## config.mk

```make
export PLATFORM = sky130hd
export DESIGN_NAME = add_sched
export DESIGN_NICKNAME = d
export VERILOG_FILES = /design/src/rtl/add_pkg.sv /design/src/rtl/add.sv /design/src/rtl/rr_arbiter.sv /design/src/rtl/add_sched.sv
export SDC_FILE = /design/constraint.sdc
export NUM_CORES = 1
export LEC_CHECK = 0
export ABC_AREA = 1
export BUFFER_PORTS_ARGS = -buffer_cell sky130_fd_sc_hd__buf_2
export CORE_MARGIN = 2
export CORE_UTILIZATION = 52
export DETAILED_ROUTE_END_ITERATION = 10
export PLACE_DENSITY_LB_ADDON = 0.2
export RECOVER_POWER = 25
export SKIP_LAST_GASP = 1
export SLEW_MARGIN = 10
export SYNTH_ARGS = -nofsm -noshare
export SYNTH_HDL_FRONTEND = slang
export SYNTH_SLANG_ARGS = --single-unit
```

## constraint.sdc

```tcl
create_clock -name clk -period 3.2 [get_ports clk]
set_clock_uncertainty 0.15 [all_clocks]
set_input_delay 0.32 -clock clk [delete_from_list [all_inputs] [get_ports clk]]
set_output_delay 0.32 -clock clk [all_outputs]
set_load 0.005 [all_outputs]
```

## src/rtl/add_pkg.sv

```systemverilog
// Shared types and widths for the add_sched block and the add datapath it wraps.
package add_pkg;
  localparam int DATA_W = 4;
  localparam int SUM_W  = DATA_W + 1;

  typedef enum logic [1:0] {
    IDLE = 2'd0,
    CALC = 2'd1,
    RESP = 2'd2
  } add_sched_state_t;
endpackage

```

## src/rtl/add.sv

```systemverilog
// Shared combinational unsigned adder; the carry is kept so the sum never truncates.
module add
  import add_pkg::*;
(
  input  logic [DATA_W-1:0] a,
  input  logic [DATA_W-1:0] b,
  output logic [SUM_W-1:0]  sum
);
  assign sum = {1'b0, a} + {1'b0, b};
endmodule

```

## src/rtl/rr_arbiter.sv

```systemverilog
// Combinational round-robin pick: first requester above last_id, wrapping at NREQ.
module rr_arbiter #(
  parameter int NREQ = 4,
  parameter int IDW  = $clog2(NREQ)
) (
  input  logic [NREQ-1:0] req,
  input  logic [IDW-1:0]  last_id,
  output logic [NREQ-1:0] grant_onehot,
  output logic [IDW-1:0]  grant_id
);
  logic [IDW-1:0] idx_s;
  logic           found_s;
  logic           take_s;

  // Scan NREQ positions starting just after last_id; the first asserted request wins.
  always_comb begin
    grant_onehot = '0;
    grant_id     = '0;
    idx_s        = '0;
    found_s      = 1'b0;
    take_s       = 1'b0;
    for (int k = 1; k <= NREQ; k++) begin
      idx_s               = IDW'((int'(last_id) + k) % NREQ);
      take_s              = req[idx_s] & ~found_s;
      grant_onehot[idx_s] = take_s;
      grant_id            = take_s ? idx_s : grant_id;
      found_s             = found_s | take_s;
    end
  end
endmodule

```

## src/rtl/add_sched.sv

```systemverilog
// Round-robin scheduler sharing one add instance among NREQ requesters,
// returning each registered sum tagged with its requester id.
module add_sched #(
  parameter int NREQ   = 4,
  parameter int DATA_W = add_pkg::DATA_W,
  parameter int SUM_W  = DATA_W + 1,
  parameter int IDW    = $clog2(NREQ)
) (
  input  logic                   clk,
  input  logic                   rst,
  input  logic [NREQ-1:0]        req_valid,
  output logic [NREQ-1:0]        req_ready,
  input  logic [NREQ*DATA_W-1:0] req_a,
  input  logic [NREQ*DATA_W-1:0] req_b,
  output logic                   rsp_valid,
  input  logic                   rsp_ready,
  output logic [SUM_W-1:0]       rsp_sum,
  output logic [IDW-1:0]         rsp_id,
  output logic                   busy
);
  import add_pkg::*;

  add_sched_state_t  state_r, state_next_s;
  logic [IDW-1:0]    last_id_r, cur_id_r, grant_id_s, rsp_id_r;
  logic [NREQ-1:0]   grant_onehot_s;
  logic [DATA_W-1:0] op_a_r, op_b_r, sel_a_s, sel_b_s;
  logic [SUM_W-1:0]  add_sum_s, rsp_sum_r;
  logic              rsp_valid_r, busy_r, any_req_s;

  assign any_req_s = |req_valid;

  rr_arbiter #(.NREQ(NREQ), .IDW(IDW)) u_arb (
    .req          (req_valid),
    .last_id      (last_id_r),
    .grant_onehot (grant_onehot_s),
    .grant_id     (grant_id_s)
  );

  add u_add (
    .a   (op_a_r),
    .b   (op_b_r),
    .sum (add_sum_s)
  );

  // One-hot grant acts as an AND-OR mux over the packed operand buses.
  always_comb begin
    sel_a_s = '0;
    sel_b_s = '0;
    for (int i = 0; i < NREQ; i++) begin
      sel_a_s = sel_a_s | (req_a[i*DATA_W +: DATA_W] & {DATA_W{grant_onehot_s[i]}});
      sel_b_s = sel_b_s | (req_b[i*DATA_W +: DATA_W] & {DATA_W{grant_onehot_s[i]}});
    end
  end

  // Next-state logic.
  always_comb begin
    state_next_s = state_r;
    case (state_r)
      IDLE: begin
        if (any_req_s) state_next_s = CALC;
        else           state_next_s = IDLE;
      end
      CALC: state_next_s = RESP;
      RESP: begin
        if (rsp_ready) state_next_s = IDLE;
        else           state_next_s = RESP;
      end
      default: state_next_s = IDLE;
    endcase
  end

  // Grant is offered only in IDLE and is forced low while reset is held.
  always_comb begin
    req_ready = '0;
    if (state_r == IDLE && !rst) req_ready = grant_onehot_s;
    else                         req_ready = '0;
  end

  // State, operand capture, result register and round-robin pointer.
  always_ff @(posedge clk or posedge rst) begin
    if (rst) begin
      state_r     <= IDLE;
      last_id_r   <= IDW'(NREQ - 1);
      cur_id_r    <= '0;
      op_a_r      <= '0;
      op_b_r      <= '0;
      rsp_sum_r   <= '0;
      rsp_id_r    <= '0;
      rsp_valid_r <= 1'b0;
      busy_r      <= 1'b0;
    end else begin
      state_r     <= state_next_s;
      rsp_valid_r <= (state_next_s == RESP);
      busy_r      <= (state_next_s != IDLE);
      case (state_r)
        IDLE: begin
          if (any_req_s) begin
            op_a_r   <= sel_a_s;
            op_b_r   <= sel_b_s;
            cur_id_r <= grant_id_s;
          end
        end
        CALC: begin
          rsp_sum_r <= add_sum_s;
          rsp_id_r  <= cur_id_r;
        end
        RESP: begin
          if (rsp_ready) last_id_r <= cur_id_r;
        end
        default: begin
          last_id_r <= IDW'(NREQ - 1);
        end
      endcase
    end
  end

  assign rsp_valid = rsp_valid_r;
  assign rsp_sum   = rsp_sum_r;
  assign rsp_id    = rsp_id_r;
  assign busy      = busy_r;
endmodule

```

==> results of run 1 <==
-- worst register-to-register path: stages, from the launching register on --
cell and delay, ps:
dfstp_4 700, inv_6 70, ha_1 360, inv_2 120
nand2_4 80, nand2_4 100, inv_6 50, nand2_1 100
nand2_1 60, nand2_1 80, nand3_2 170, nand3_1 120
nand3_1 70, nor2_1 130, nor2_1 50
-- logic make-up after synthesis --
| family | after synthesis |
|---|---|
| xor gates and xnor gates | 1 |
| adders and majority gates | 13 |
| DFF | 23 |
| AOI/OAI and AO/OA | 18 |
| buffers and inverters | 32 |
| and+or+nand+nor | 173 |
-- cell usage in the layout, fill, tap and decap left out, drive strengths merged, types with 2 or more instances in the layout --
cell / synthesis / final
o21ai: 9 / 9
nand3: 63 / 63
dfrtp: 21 / 21
ha: 12 / 12
nand2: 67 / 67
inv: 28 / 28
buf: 1 / 54
nor3: 2 / 2
a21oi: 5 / 5
dfstp: 2 / 2
nor2: 40 / 40
clkbuf: 3 / 4
-- flip-flops by register name (all words and copies together), names as in the netlist --
register and count:
busy 1, cur_id_r 2, last_id_r 2, op_a_r 4, op_b_r 4, rsp_id 2, rsp_sum 5, rsp_valid 1
state_r 2
-- cells in the mapped netlist (2+ instances only) --
library cell	count	share of area (%)
inv_6	2	0.95
o21ai_0	9	2.4
a21oi_1	5	1.4
dfrtp_1	21	29
clkbuf_1	3	0.61
nor3_1	2	0.54
nand2_2	3	1.0
dfstp_2	2	2.9
nor2_1	38	7.7
nand2_1	56	11
inv_1	26	5.3
nand2_4	8	4.9
ha_1	12	8.2
nand3_2	4	2.2
nand3_1	58	16
-- metrics by stage --
step                cell area [µm²]  cells
floorplan                      1840    260
global placement               2140    354
detailed placement             2140    354
CTS                            2180    359
global route                   2200    361
finish                         2200    361
-- layer usage --
metal	routed length, µm	vias to the layer above
li1	-	955
met3	256	6
met5	0	-
met2	1860	76
met4	68	0
met1	2030	817
-- cell type report --
cell class,count,area (µm²),share of cell area (%)
flip-flops and latches,23,582,26.5
inverters,28,115,5.23
repair buffers,55,288,13.1
clock buffers,4,26.3,1.19
multi-input cells,205,1130,51.4
well taps,46,57.6,2.62
-- power by group --
| part | switching [µW] | total [µW] | internal, µW |
|---|---|---|---|
| combinational | 1110 | 1730 | 621 |
| clock | 81.6 | 130 | 48.6 |
| sequential | 95.7 | 548 | 452 |
-- repair_timing --
| action | in CTS | in global routing |
|---|---|---|
| resized for setup | 0 | 3 |
| endpoints found under the setup margin | 0 | 4 |
| hold buffers | 1 | 0 |
| setup buffers | 0 | 2 |
| endpoints found under the hold margin | 21 | 0 |
-- how the worst max path moves through the flow --
stage	start	endpoint	slack, ps	depth (start not counted)
after floorplan	last_id_r[0]	req_ready[1]	790	12
after global placement	last_id_r[1]	req_ready[0]	540	11
after detailed placement	last_id_r[0]	req_ready[2]	440	11
after CTS	last_id_r[0]	req_ready[2]	80	11
after global routing	last_id_r[1]	req_ready[2]	20	13
final	last_id_r[0]	req_ready[2]	180	12
==> run_results.csv, run 1 <==
group,metric,value,unit
status,status,"completed",
cts,cts_tree,"done",
worst_setup_path,worstPathMaxFanout,11,
synth,synth_warnings,0,
floorplan,dieArea,0.00403,mm²
cells_and_area,antennaDiodeCount,0,
drt,antenna_left,0,
sta,hold_violations,0,
global_routing,use_met2,34.5,%
cts,cts_num_sinks,23,
synth,synth_seq_area_share,31.4,%
sta,setup_viol,0,
synth,syn_nets,312,
worst_setup_path,r2r_cells,14,
cts,cts_made_buffers,3,
cells_and_area,final_nets,368,
worst_setup_path,crit_chain,"inv_6 > ha_1 > inv_2 > nand3_1 > nand2_1 > inv_1 > nor2_4 > nand2_4 > nand2_4 > nand2_1 > nor2_1 > buf_2",
worst_setup_path,ff2ff_setup_slack,700,ps
cells_and_area,layout-drive-gt1-share,25.4,%
synth,synthAdderAreaFrac,9.24,%
cells_and_area,fin_util,65.4,%
worst_setup_path,startpoint_type,"flip-flop",
floorplan,die_w,63.5,µm
synth,synth-edff-count,0,
synth,ys_seq_elements,23,
global_routing,grt_pass1_vias,1675,
synth,synth_xor_area_share,0.476,%
synth,synth.area.mux_share,0,%
synth,syn_area,0.00184,mm²
sta,setup_tns,0,ps
power_and_ir_drop,powerDensity,1090,mW/mm²
drt,vias_per_cell,5.14,
cts,cts_buffer_depth,2,
cts,cts-root-buf,"clkbuf_4",
synth,async_flop_share,100,%
worst_setup_path,worstPathRequired,2730,ps
cells_and_area,fillers,334,
placement,io_buffers,51,
drt,drcViolationCount,0,
worst_setup_path,slowest_stage,"dfstp_4",
global_routing,gr-usage-met1,32.8,%
synth,avgSynthCellArea,7.08,µm²
cts,htreeDepth,1,
hold_path,whs_endpoint,"state_r[1]",
sta,worst_hold_slack,184,ps
drt,firstDrtPassIters,4,
power_and_ir_drop,power,2410,µW
floorplan,ioPinCount,52,
sta,max_slew.worst_pin.slew,544,ps
cts,cts.clk_slew.worst_paths,120,ps
power_and_ir_drop,max-vdd-ir-drop,534,µV
floorplan,core,0.00336,mm²
worst_setup_path,timing.critical_path.slowest_cell_delay,700,ps
cts,clock_latency,300,ps
worst_setup_path,r2r_end,"op_b_r[3]",
synth,yosys.area_share.simple,45.9,%
hold_path,hp-start,"rsp_ready",
sta,final.setup.worst_slack,175,ps
worst_setup_path,arrival,2550,ps
worst_setup_path,path_buf_inv,4,
synth,synthFlopType,"dfrtp_1",
cells_and_area,area_growth,19.4,%
global_routing,grtUsageTotal,22.4,%
worst_setup_path,crit_path_end_kind,"output port",
worst_setup_path,crit_type,"reg2out",
placement,pre_cts_slack,438,ps
run,cap_viol_max_count,0,
worst_setup_path,cpLargestDelayFamily,"simple AND/OR/NAND/NOR gates",
global_routing,grt_max_degree,25,
placement,place.gp.congestion,0.941,
global_routing,grt_overflow_total,0,
sta,slew_viol_final,0,
global_routing,grt_pass1_wl,7400,µm
floorplan,rows,21,
sta,min_period,3020,ps
synth,synth_compound_area_share,5.57,%
global_routing,busiest_layer,"met2",
sta,rsz0062_at_grt,"false",
floorplan,die_h,63.5,µm
sta,maxSlewHeadroom,63.7,%
global_routing,grt_antenna_before_repair,0,
worst_setup_path,r2r_start,"last_id_r[0]",
hold_path,min_path_type,"in2reg",
placement,dp_hpwl,3240,µm
sta,period_share,94.5,%
synth,synth.distinct_cells,26,
power_and_ir_drop,p_leak,0.00120,µW
drt,post_drt_wl_per_cell,11.7,µm
sta,max_freq,331,MHz
global_routing,use_met3,1.79,%
drt,drt_iter0_drc,140,
hold_path,min_path_cells,3,
synth,syn_inst,260,
floorplan,start_util,54.8,%
synth,synth_top_family_by_area,"simple AND/OR/NAND/NOR gates",
drt,dr_total_vias,1854,
drt,drt-total-wl,4210,µm
Note: power is estimated with default switching activity, not from simulation.
==> inputs of run 2 (changes only) <==
--- a/config.mk
+++ b/config.mk
@@ -5,10 +5,11 @@
 export SDC_FILE = /design/constraint.sdc
 export NUM_CORES = 1
 export LEC_CHECK = 0
-export ABC_AREA = 1
 export BUFFER_PORTS_ARGS = -buffer_cell sky130_fd_sc_hd__buf_2
+export CELL_PAD_IN_SITES_DETAIL_PLACEMENT = 1
+export CELL_PAD_IN_SITES_GLOBAL_PLACEMENT = 1
 export CORE_MARGIN = 2
-export CORE_UTILIZATION = 52
+export CORE_UTILIZATION = 39
 export DETAILED_ROUTE_END_ITERATION = 10
 export PLACE_DENSITY_LB_ADDON = 0.2
 export RECOVER_POWER = 25
==> run_results.csv, run 2 <==
group,metric,value,unit
synth,ys_seq_elements,23,
sta,min_period,3150,ps
cells_and_area,final_nets,292,
cts,cts_num_sinks,23,
drt,wl_met2,2650,µm
cells_and_area,fin_util,51.7,%
synth,syn_area,0.00176,mm²
global_routing,grt_max_degree,24,
synth,syn_nets,230,
drt,antenna_left,0,
worst_setup_path,crit_type,"reg2out",
cts,clock_latency,270,ps
cells_and_area,area_growth,27.6,%
synth,avgSynthCellArea,9.90,µm²
sta,hold_violations,0,
cells_and_area,layout_commonest_cell,"buf_2",
placement,place.gp.congestion,0.830,
cts,cts_tree,"done",
cells_and_area,antennaDiodeCount,0,
power_and_ir_drop,clkPwrFrac,7.4,%
synth,synth_area_leaders,"dfrtp_1, ha_1, mux4_2, a22oi_4, a41oi_1",
hold_path,min_path_type,"in2reg",
sta,setup_viol,0,
cts,htreeDepth,1,
worst_setup_path,r2r_start,"last_id_r[1]",
drt,dr_total_vias,1666,
floorplan,start_util,40.5,%
synth,ys_top_cells_by_count,"dfrtp_1, nand2_1, ha_1",
drt,met1_length,2330,µm
sta,setup_tns,0,ps
cts,cts_hold_buf,0,
cts,cts_buffer_depth,2,
synth,async_flop_share,100,%
floorplan,ioPinCount,52,
cells_and_area,final_cell_mix,"buf_2, dfrtp_1, nand2_1, buf_4, ha_1",
worst_setup_path,startpoint_type,"flip-flop",
sta,slew_viol_final,0,
cts,cts_made_buffers,3,
drt,firstDrtPassIters,4,
global_routing,grt_overflow_total,0,
global_routing,grt_pass1_vias,1690,
cts,cts.clk_slew.worst_paths,80,ps
synth,synth_seq_area_share,32.8,%
synth,synthFlopType,"dfrtp_1",
cells_and_area,layout-drive-gt1-share,39.7,%
floorplan,die_w,71.2,µm
worst_setup_path,r2r_end,"op_a_r[1]",
floorplan,dieArea,0.00507,mm²
drt,wl_met3,128,µm
status,status,"completed",
hold_path,hp-start,"rsp_ready",
sta,period_share,98.3,%
drt,drt-total-wl,5150,µm
drt,top_layer_used,"met4",
cells_and_area,largest_reg_flops,5,
power_and_ir_drop,max-vdd-ir-drop,633,µV
floorplan,core,0.00435,mm²
global_routing,grtUsageTotal,20.5,%
run,cap_viol_max_count,0,
worst_setup_path,r2r_cells,9,
synth,synth.distinct_cells,43,
power_and_ir_drop,combPwrFrac,69.2,%
worst_setup_path,ff2ff_setup_slack,450,ps
cts,cts-root-buf,"clkbuf_8",
drt,drcViolationCount,0,
drt,post_drt_wl_per_cell,17.7,µm
sta,maxSlewHeadroom,41.9,%
synth,synth_warnings,0,
power_and_ir_drop,p_switching,1100,µW
worst_setup_path,arrival,2680,ps
global_routing,grt_antenna_before_repair,0,
synth,yosys.area.top_type_share,29.8,%
power_and_ir_drop,internal_power,1330,µW
placement,dp_hpwl,3770,µm
power_and_ir_drop,powerDensity,1080,mW/mm²
worst_setup_path,crit_path_end_kind,"output port",
sta,max_slew.worst_pin.slew,871,ps
power_and_ir_drop,sw_frac_of_total,45.3,%
sta,max_freq,318,MHz
synth,synth-edff-count,0,
floorplan,die_h,71.2,µm
synth,syn_inst,178,
power_and_ir_drop,power,2420,µW
placement,io_buffers,51,
synth,synth_most_common_cell,"dfrtp_1",
drt,drt_iter0_drc,47,
drt,vias_per_cell,5.73,
global_routing,grt_pass1_wl,8200,µm
hold_path,min_path_cells,2,
synth,synth_top_area_cell,"dfrtp_1",
power_and_ir_drop,p_leak,0.00102,µW
floorplan,rows,24,
power_and_ir_drop,seq_power_share,23.4,%
worst_setup_path,worstPathMaxFanout,8,
hold_path,whs_endpoint,"rsp_valid",
worst_setup_path,worstPathRequired,2730,ps
[run 2: worst max-delay path, cell delays in order, from the launching register on]
cell and delay (ps):
dfstp_2 560, clkinvlp_4 110, ha_4 300, mux4_2 430
nor2_4 270, a31oi_2 150, a22oi_4 220, nor4b_4 220
buf_2 150
[run 2: logic make-up (layout without fill, tap and decap cells)]
| logic type | after synthesis | in the layout | share of synthesized area (%) |
|---|---|---|---|
| AND/OR/NAND/NOR | 59 | 59 | 19.5 |
| AO/OA/AOI/OAI | 52 | 52 | 22.9 |
| flip-flops | 23 | 23 | 32.8 |
| buffers and inverters | 19 | 80 | 5.46 |
| adder cells (fa/ha/maj) | 13 | 13 | 9.65 |
| multiplexers | 10 | 10 | 8.66 |
| XOR/XNOR | 2 | 2 | 0.994 |
[run 2: worst max-delay path by stage]
stage | startpoint | to | slack [ps] | cells after the start
floorplan | last_id_r[0] | req_ready[2] | 180 | 9
global placement | last_id_r[1] | req_ready[2] | 330 | 8
detailed placement | last_id_r[1] | req_ready[2] | 250 | 8
CTS | last_id_r[1] | req_ready[2] | 6 | 8
global route | last_id_r[1] | req_ready[2] | -50 | 8
finish | last_id_r[1] | req_ready[2] | 50 | 8
[run 2: what timing repair did]
action | 4_1_cts | 5_1_grt
pin swaps | 0 | 2
endpoints found under the setup margin | 3 | 4
gates resized for setup | 2 | 9
setup buffers | 3 | 6
endpoints found under the hold margin | 0 | 0
[run 2: routing by layer]
| metal | vias up | GRT usage [%] |
|---|---|---|
| met1 | 834 | 26.7 |
| met2 | 35 | 36.0 |
| met4 | 0 | 5.66 |
| li1 | 793 | - |
| met5 | - | 0 |
| met3 | 4 | 2.25 |
[run 2: power groups by stage]
stage | Combinational [µW] | Clock [µW] | Sequential, µW
6_report | 1670 | 180 | 567
5_1_grt | 1860 | 196 | 589
4_1_cts | 1560 | 189 | 560
3_5_place_dp | 1500 | 0 | 563
3_3_place_gp | 1450 | 0 | 555
2_1_floorplan | 1080 | 0 | 532
[run 2: area by class of cell]
type	instances	area, µm²
fillers	522	2100
repair buffers	68	389
inverters	8	33.8
multi-input cells	136	1140
flip-flops and latches	23	578
well taps	52	65.1
clock buffers	4	45.0
[run 2: metrics by stage]
step / worst slack [ps] / instances / cell area (µm²) / hold slack [ps]
6_report: 54.0 / 291 / 2250 / 137
3_3_place_gp: 332 / 278 / 2080 / 307
2_1_floorplan: 183 / 178 / 1760 / 170
3_5_place_dp: 248 / 278 / 2080 / 318
4_1_cts: 6.31 / 285 / 2160 / 136
5_1_grt: -46.9 / 291 / 2250 / 167
